**src/rtl/de4_sopc_st_pkg.sv**
```systemverilog
`default_nettype none
// ==================================================================
// de4_sopc_st_pkg -- shared widths, lane index type, last-lane helper
// Rev 1.0
// ==================================================================
package de4_sopc_st_pkg;

  localparam int SYMBOL_W   = 8;
  localparam int IN_SYMBOLS = 4;
  localparam int EMPTY_W    = $clog2(IN_SYMBOLS);
  localparam int DATA_W     = SYMBOL_W * IN_SYMBOLS;

  typedef logic [EMPTY_W-1:0] lane_t;

  localparam lane_t c_LANE_MAX = lane_t'(IN_SYMBOLS - 1);

  // Index of the final meaningful lane of a beat; empty only counts on eop.
  function automatic lane_t last_lane(input logic eop, input lane_t empty);
    return eop ? lane_t'(c_LANE_MAX - empty) : c_LANE_MAX;
  endfunction

endpackage : de4_sopc_st_pkg
`default_nettype wire

```
**src/rtl/de4_sopc_st_width_adapter_32to8_if.sv**
```systemverilog
`default_nettype none
// ==================================================================
// de4_sopc_st_width_adapter_32to8_if -- wide sink / byte source bus
// Rev 1.0
// ==================================================================
interface de4_sopc_st_width_adapter_32to8_if;
  import de4_sopc_st_pkg::*;

  logic                in_ready;
  logic                in_valid;
  logic [DATA_W-1:0]   in_data;
  logic                in_error;
  logic                in_startofpacket;
  logic                in_endofpacket;
  lane_t               in_empty;

  logic                out_ready;
  logic                out_valid;
  logic [SYMBOL_W-1:0] out_data;
  logic                out_error;
  logic                out_startofpacket;
  logic                out_endofpacket;

  // Adapter side.
  modport slave (
    output in_ready,
    input  in_valid, in_data, in_error, in_startofpacket, in_endofpacket, in_empty,
    input  out_ready,
    output out_valid, out_data, out_error, out_startofpacket, out_endofpacket
  );

  // Environment side: upstream source plus downstream sink.
  modport master (
    input  in_ready,
    output in_valid, in_data, in_error, in_startofpacket, in_endofpacket, in_empty,
    output out_ready,
    input  out_valid, out_data, out_error, out_startofpacket, out_endofpacket
  );

endinterface : de4_sopc_st_width_adapter_32to8_if
`default_nettype wire

```
**src/rtl/de4_sopc_st_framing_monitor.sv**
```systemverilog
`default_nettype none
// ==================================================================
// de4_sopc_st_framing_monitor -- sticky sop/eop framing violation flag
// Rev 1.0
// ==================================================================
module de4_sopc_st_framing_monitor (
  input  logic clk,
  input  logic reset_n,
  input  logic i_fire,
  input  logic i_sop,
  input  logic i_eop,
  input  logic i_clear,
  output logic o_framing_error
);

  logic r_in_pkt;
  logic r_framing_error;
  logic w_violation;

  // A sop must open a packet; any other beat must continue one.
  assign w_violation = i_fire & (i_sop ? r_in_pkt : ~r_in_pkt);

  always_ff @(posedge clk or negedge reset_n) begin
    if (!reset_n) begin
      r_in_pkt        <= 1'b0;
      r_framing_error <= 1'b0;
    end else begin
      if (i_fire) begin
        if (i_eop) begin
          r_in_pkt <= 1'b0;
        end else if (i_sop) begin
          r_in_pkt <= 1'b1;
        end
      end
      if (w_violation) begin
        r_framing_error <= 1'b1;
      end else if (i_clear) begin
        r_framing_error <= 1'b0;
      end
    end
  end

  assign o_framing_error = r_framing_error;

endmodule : de4_sopc_st_framing_monitor
`default_nettype wire

```
**src/rtl/de4_sopc_st_width_adapter_32to8.sv**
```systemverilog
`default_nettype none
// ==================================================================
// de4_sopc_st_width_adapter_32to8 -- 4-symbol beats to 1-symbol beats
// Rev 1.0
// ==================================================================
module de4_sopc_st_width_adapter_32to8
  import de4_sopc_st_pkg::*;
(
  input  logic                                clk,
  input  logic                                reset_n,
  de4_sopc_st_width_adapter_32to8_if.slave    st,
  input  logic                                clear_status,
  output logic                                framing_error
);

  logic                r_hold_valid;
  logic [DATA_W-1:0]   r_hold_data;
  logic                r_hold_sop;
  logic                r_hold_eop;
  logic                r_hold_err;
  lane_t               r_byte_idx;
  lane_t               r_last_idx;

  logic                w_at_last;
  logic                w_in_fire;
  logic                w_out_fire;
  logic [SYMBOL_W-1:0] w_lane [IN_SYMBOLS];

  // Symbol 0 sits in the MSBs and is emitted first.
  generate
    for (genvar g = 0; g < IN_SYMBOLS; g++) begin : g_lane
      assign w_lane[g] = r_hold_data[(IN_SYMBOLS-1-g)*SYMBOL_W +: SYMBOL_W];
    end
  endgenerate

  assign w_at_last  = (r_byte_idx == r_last_idx);
  assign w_out_fire = r_hold_valid & st.out_ready;

  // Accept the next beat in the same cycle the last lane leaves, so beats
  // stream with no bubble; held low throughout reset.
  assign st.in_ready = reset_n & (~r_hold_valid | (st.out_ready & w_at_last));
  assign w_in_fire   = st.in_valid & st.in_ready;

  assign st.out_valid         = r_hold_valid;
  assign st.out_data          = w_lane[r_byte_idx];
  assign st.out_startofpacket = r_hold_sop & (r_byte_idx == '0);
  assign st.out_endofpacket   = r_hold_eop & w_at_last;
  assign st.out_error         = r_hold_err;

  always_ff @(posedge clk or negedge reset_n) begin
    if (!reset_n) begin
      r_hold_valid <= 1'b0;
      r_hold_data  <= '0;
      r_hold_sop   <= 1'b0;
      r_hold_eop   <= 1'b0;
      r_hold_err   <= 1'b0;
      r_byte_idx   <= '0;
      r_last_idx   <= '0;
    end else if (w_in_fire) begin
      // in_ready guarantees the holding register is empty or draining now.
      r_hold_valid <= 1'b1;
      r_hold_data  <= st.in_data;
      r_hold_sop   <= st.in_startofpacket;
      r_hold_eop   <= st.in_endofpacket;
      r_hold_err   <= st.in_error;
      r_byte_idx   <= '0;
      r_last_idx   <= last_lane(st.in_endofpacket, st.in_empty);
    end else if (w_out_fire) begin
      if (w_at_last) begin
        r_hold_valid <= 1'b0;
        r_byte_idx   <= '0;
      end else begin
        r_byte_idx   <= r_byte_idx + lane_t'(1);
      end
    end
  end

  de4_sopc_st_framing_monitor u_framing_monitor (
    .clk             (clk),
    .reset_n         (reset_n),
    .i_fire          (w_in_fire),
    .i_sop           (st.in_startofpacket),
    .i_eop           (st.in_endofpacket),
    .i_clear         (clear_status),
    .o_framing_error (framing_error)
  );

endmodule : de4_sopc_st_width_adapter_32to8
`default_nettype wire

```
**src/flat_wrapper.sv**
```systemverilog
// flat-port wrapper written by rule: the top's interface ports become plain ports
module de4_sopc_st_width_adapter_32to8_flat import de4_sopc_st_pkg::*;
  (clk, reset_n, clear_status, framing_error, st_in_ready, st_in_valid, st_in_data, st_in_error, st_in_startofpacket, st_in_endofpacket, st_in_empty, st_out_ready, st_out_valid, st_out_data, st_out_error, st_out_startofpacket, st_out_endofpacket);
  de4_sopc_st_width_adapter_32to8_if st_i ();
  input  logic clk;
  input  logic reset_n;
  input  logic clear_status;
  output logic framing_error;
  output wire logic [$bits(st_i.in_ready)-1:0] st_in_ready;
  input wire logic [$bits(st_i.in_valid)-1:0] st_in_valid;
  input wire logic [$bits(st_i.in_data)-1:0] st_in_data;
  input wire logic [$bits(st_i.in_error)-1:0] st_in_error;
  input wire logic [$bits(st_i.in_startofpacket)-1:0] st_in_startofpacket;
  input wire logic [$bits(st_i.in_endofpacket)-1:0] st_in_endofpacket;
  input wire logic [$bits(st_i.in_empty)-1:0] st_in_empty;
  input wire logic [$bits(st_i.out_ready)-1:0] st_out_ready;
  output wire logic [$bits(st_i.out_valid)-1:0] st_out_valid;
  output wire logic [$bits(st_i.out_data)-1:0] st_out_data;
  output wire logic [$bits(st_i.out_error)-1:0] st_out_error;
  output wire logic [$bits(st_i.out_startofpacket)-1:0] st_out_startofpacket;
  output wire logic [$bits(st_i.out_endofpacket)-1:0] st_out_endofpacket;
  assign st_in_ready = st_i.in_ready;
  assign st_i.in_valid = st_in_valid;
  assign st_i.in_data = st_in_data;
  assign st_i.in_error = st_in_error;
  assign st_i.in_startofpacket = st_in_startofpacket;
  assign st_i.in_endofpacket = st_in_endofpacket;
  assign st_i.in_empty = st_in_empty;
  assign st_i.out_ready = st_out_ready;
  assign st_out_valid = st_i.out_valid;
  assign st_out_data = st_i.out_data;
  assign st_out_error = st_i.out_error;
  assign st_out_startofpacket = st_i.out_startofpacket;
  assign st_out_endofpacket = st_i.out_endofpacket;
  de4_sopc_st_width_adapter_32to8 u_core (.clk(clk), .reset_n(reset_n), .st(st_i), .clear_status(clear_status), .framing_error(framing_error));
endmodule
```
**config.mk**
```make
export PLATFORM = sky130hd
export DESIGN_NAME = de4_sopc_st_width_adapter_32to8_flat
export DESIGN_NICKNAME = d
export VERILOG_FILES = /design/src/rtl/de4_sopc_st_pkg.sv /design/src/rtl/de4_sopc_st_width_adapter_32to8_if.sv /design/src/rtl/de4_sopc_st_framing_monitor.sv /design/src/rtl/de4_sopc_st_width_adapter_32to8.sv /design/src/flat_wrapper.sv
export SDC_FILE = /design/constraint.sdc
export NUM_CORES = 1
export LEC_CHECK = 0
export CORE_ASPECT_RATIO = 1.75
export CORE_MARGIN = 8
export CORE_UTILIZATION = 30
export DETAILED_ROUTE_END_ITERATION = 10
export PLACE_DENSITY = 0.55
export SYNTH_ARGS = -nofsm -noshare
export SYNTH_HDL_FRONTEND = slang
export SYNTH_SLANG_ARGS = --single-unit
```
**constraint.sdc**
```tcl
create_clock -name clk -period 5.3 [get_ports clk]
set_clock_uncertainty 0.15 [all_clocks]
set_input_delay 0.795 -clock clk [delete_from_list [all_inputs] [get_ports clk]]
set_output_delay 0.795 -clock clk [all_outputs]
set_load 0.02 [all_outputs]
```
### Word level (Yosys, flattened, before mapping)

Index checks and enable logic that the tools add are counted.

* bits of input ports: 42
* register bits: 42
* word-level logic and storage cells: 46
* output and inout bits: 14

* mux-type cells: 15
* add/subtract/negate cells: 2
* magnitude comparators: 1
* equality and inequality tests: 1
* reductions and logical operators: 7
* bitwise gates (word level): 11

Operators with widths (number)
* $bmux 8 s2: 1
* $mux 8: 2
* $mux 1: 8
* $mux 2: 4
* $reduce_bool 2->1: 4
* $and 1x1->1: 7
* $reduce_and 2->1: 2
* $ge 3x3->1 const B: 1
* $not 2->3: 1
* $add 2x1->2 const B: 1
* $eq 2x2->1: 1
* $logic_not 2->1: 1
* $not 1->1: 2
* $sub 2x2->2 const A: 1
* $or 1x1->1: 1

### Depth between registers and ports, before layout

* depth after elaboration: 7
* depth in mapped cells: 5
* gate-level depth less buffers: 4

### Cells and area by module

A second synthesis with hierarchy kept.

* cell total of the unflattened synthesis: 119
* area total of the unflattened synthesis: 1976.9 um2

Modules (own cells, without submodules)
* de4_sopc_st_width_adapter_32to8: area each 1895.6 um2, cells each 112, sequential area each 1001.0 um2, times used 1
* de4_sopc_st_framing_monitor: area each 81.3 um2, cells each 7, sequential area each 50.0 um2, times used 1

### Worst setup path after synthesis

Ideal clock, no wire load.

* kind: input to output
* from: input port st_out_ready
* to: output port st_in_ready
* buffers on the path: 0
* stages on the path: 2
* data required time: 4355 ps
* setup slack: 2965 ps
* arrival time: 1390 ps
* path through: nand3_1 a21boi_0

* word-level cells in the longest chain between the ends: 3

RTL lines
* start, declared: RTL line flat_wrapper.sv:16 `input wire logic [$bits(st_i.out_ready)-1:0] st_out_ready;`
* $and 1x1->1: RTL line de4_sopc_st_width_adapter_32to8.sv:41 `assign st.in_ready = reset_n & (~r_hold_valid | (st.out_ready & w_at_last));`
* $or 1x1->1: RTL line de4_sopc_st_width_adapter_32to8.sv:41
* $and 1x1->1: RTL line de4_sopc_st_width_adapter_32to8.sv:41
* end, declared: RTL line flat_wrapper.sv:9 `output wire logic [$bits(st_i.in_ready)-1:0] st_in_ready;`

No other way between the ends.

### Final worst setup path

* from: input port reset_n
* to: output port st_in_ready

* word-level cells in the longest chain between the ends: 1

RTL lines
* start, declared: RTL line flat_wrapper.sv:6 `input logic reset_n;`
* $and 1x1->1: RTL line de4_sopc_st_width_adapter_32to8.sv:41

No other way between the ends.

==> flow_metrics.env <==
export IMPL_synthArstFlopShare_pct=100
export IMPL_drv_cap=0
export IMPL_path_max_fanout=48
export IMPL_dp_hpwl_um=3490
export IMPL_min_period_ns=3.38
export IMPL_path_class="in2out"
export IMPL_ios=56
export IMPL_die_area_mm2=0.00985
export IMPL_p_per_area_mw_per_mm2=607
export IMPL_setup_violations=0
export IMPL_ant_nets=0
export IMPL_r2r_start="u_core.r_byte_idx[0]$_DFFE_PN0P_"
export IMPL_cts_buffers=5
export IMPL_wl_per_cell_um=17.4
export IMPL_clkTransAtPathRegs_ns=0.06
export IMPL_syn_to_final_growth_pct=35.3
export IMPL_yosys_area_top_type="dfrtp_1"
export IMPL_p_comb_share_pct=45.7
export IMPL_p_sw_share_pct=31.4
export IMPL_worst_r2r_setup_slack_ns=2.64
export IMPL_fin_nets=224
export IMPL_grt_usage_pct=9.94
export IMPL_drc_errors=0
export IMPL_port_buffers=55
export IMPL_synthTopCellsByCount="dfrtp_1, mux2_4, mux2_2, mux4_2, inv_1"
export IMPL_setup_tns_ns=0
export IMPL_slew_headroom_pct=32.4
export IMPL_cts_repair_resized=0
export IMPL_grt_overflow=0
export IMPL_postCtsSetupBuffers=0
export IMPL_via_per_inst=4.65
export IMPL_status="finished, final reports clean"
export IMPL_core_area_mm2=0.00676
export IMPL_p_int_uw=1160
export IMPL_worstSetupStartpointType="input pin"
export IMPL_hold_depth=1
export IMPL_slew_violations=0
export IMPL_synthTopCellsByArea="dfrtp_1, mux2_4, mux4_2, mux2_2, buf_12"
export IMPL_drt_pass1_iterations=4
export IMPL_grt_pass1_wl_um=7630
export IMPL_yosysSeqAreaShare_pct=51.2
export IMPL_synth_nets=167
export IMPL_synth_top_area_share_pct=51.2
export IMPL_dieHeight_um=125
export IMPL_die_w_um=78.5
export IMPL_grt_pass1_vias=1463
export IMPL_worst_ir_drop_vdd_mv=0.174
export IMPL_synth_most_common_cell="dfrtp_1"
export IMPL_critical_path_arrival_ns=2.44
export IMPL_r2r_end="u_core.r_hold_data[14]$_DFFE_PN0P_"
export IMPL_min_delay_start="u_core.r_hold_eop$_DFFE_PN0P_"
export IMPL_hp_class="reg2reg"
export IMPL_drive_gt1_share_pct=30.8
export IMPL_row_count=40
export IMPL_place_congestion=0.724
export IMPL_fmax_ghz=0.296
export IMPL_grt_max_degree=49
export IMPL_initial_core_util_pct=30.4
export IMPL_synth_area_mm2=0.00205
export IMPL_finalCritPeriodShare_pct=63.8
export IMPL_syn_avg_cell_area_um2=16.6
export IMPL_p_seq_share_pct=36.3
export IMPL_cts_buffer_depth=2
export IMPL_critPathCaptureType="output port"
export IMPL_worst_slew_pin_slew_ns=1.01
export IMPL_synth_edf_count=0
export IMPL_antenna_found_initial=0
export IMPL_clk_latency_ns=0.28
export IMPL_ctsHoldBuffers=0
export IMPL_drt_iter0_drc=47
export IMPL_yosysWarningCount=0
export IMPL_total_power_uw=1690
export IMPL_htreeDepth=2
export IMPL_cts_sinks=42
export IMPL_p_clk_share_pct=18.0
export IMPL_antennaDiodeCount=0
export IMPL_hold_viol_final=0
export IMPL_rsz0062_at_grt="no"
export IMPL_synth_cell_types=28
export IMPL_reg2reg_depth=4
export IMPL_synth_ff_type="dfrtp_1"
export IMPL_vias=1238
export IMPL_crit_required_ns=4.36
export IMPL_cts_tree="yes"
export IMPL_p_leak_uw=0.00116
export IMPL_ys_seq_elements=42
export IMPL_worstHoldEndpoint="u_core.r_hold_eop$_DFFE_PN0P_"
export IMPL_root_buffer="clkbuf_16"
export IMPL_p_switching_uw=530
export IMPL_routed_wl_um=4640
export IMPL_synthCells=124
## state kept, by name, summed over array words and instances (netlist names)
signal / count
u_core.r_hold_sop: 1
u_core.r_hold_eop: 1
u_core.u_framing_monitor.o_framing_error: 1
u_core.u_framing_monitor.r_in_pkt: 1
u_core.r_last_idx: 2
u_core.r_byte_idx: 2
u_core.r_hold_data: 32
u_core.st.out_valid: 1
u_core.st.out_error: 1
## stage by stage
step	util (%)	worst slack [ns]	cell area [um^2]	hold slack [ns]	cells
2_1_floorplan	-	2.97	2050	0.320	124
3_3_place_gp	38.9	1.88	2630	0.331	258
3_5_place_dp	38.9	1.77	2630	0.341	258
4_1_cts	41.1	1.83	2780	0.354	266
5_1_grt	41.1	1.72	2780	0.375	266
6_report	41.1	1.92	2780	0.350	266
## worst max-delay path, cell delays in order
cell             delay [ns]
buf_2                  0.75
a21boi_0               0.25
clkdlybuf4s50_1        0.63
## routing by layer
layer,wire (um),vias to the layer above,GRT usage (%)
li1,-,566,-
met1,1800,628,10.3
met2,2450,36,17.0
met3,290,8,3.52
met4,95,0,4.94
met5,0,-,0
## cell usage in the layout, fill, tap and decap left out
| master | instances |
|---|---|
| clkbuf_1 | 1 |
| and3b_1 | 1 |
| xor2_1 | 3 |
| or3_1 | 1 |
| a21boi_0 | 1 |
| a31oi_1 | 1 |
| nand3_1 | 1 |
| nand2_1 | 2 |
| o31ai_1 | 2 |
| clkbuf_8 | 1 |
| buf_4 | 1 |
| xnor2_1 | 2 |
| mux2_4 | 29 |
| clkbuf_16 | 5 |
| ha_1 | 1 |
| and3_1 | 1 |
| buf_2 | 1 |
| a41oi_1 | 1 |
| and3_2 | 1 |
| mux4_2 | 8 |
| clkdlybuf4s50_1 | 54 |
| dfrtp_1 | 42 |
| inv_1 | 4 |
| o211ai_1 | 2 |
| a22oi_1 | 1 |
| mux2_2 | 8 |
| clkinv_2 | 1 |
| a22o_1 | 1 |
| a31o_2 | 1 |
| o22ai_1 | 1 |
| nand4_1 | 1 |
| and2_1 | 2 |
## how the worst max path moves through the flow
stage | from | endpoint | cells after the start
detailed placement | reset_n | u_core.r_hold_data[24]$_DFFE_PN0P_ | 5
CTS | reset_n | st_in_ready | 3
global placement | reset_n | st_in_ready | 3
finish | reset_n | st_in_ready | 3
floorplan | st_out_ready | st_in_ready | 2
global route | reset_n | st_in_ready | 3
## final cells by class
cell class | instances | area [um^2]
well taps | 84 | 105
repair buffers | 56 | 553
fillers | 644 | 3980
multi-input cells | 72 | 906
clock buffers | 7 | 143
flip-flops and latches | 42 | 1050
clock inverters | 1 | 5.00
inverters | 4 | 15.0
## kinds of logic after synthesis
family | count (synthesis) | share of synthesized area (%)
AO/OA/AOI/OAI | 11 | 4.08
adder cells (fa/ha/maj) | 1 | 0.609
AND/OR/NAND/NOR | 10 | 2.93
buffers and inverters | 10 | 4.69
flip-flops | 42 | 51.2
XOR/XNOR | 5 | 2.13
multiplexers | 45 | 34.4
## power groups by stage
stage / registers, uW / clock network (uW) / logic, uW
5_1_grt: 638 / 324 / 825
6_report: 613 / 303 / 771
2_1_floorplan: 560 / 0 / 576
4_1_cts: 619 / 312 / 783
3_5_place_dp: 619 / 0 / 782
3_3_place_gp: 606 / 0 / 766
No activity file was read; power rests on OpenSTA's default activity.
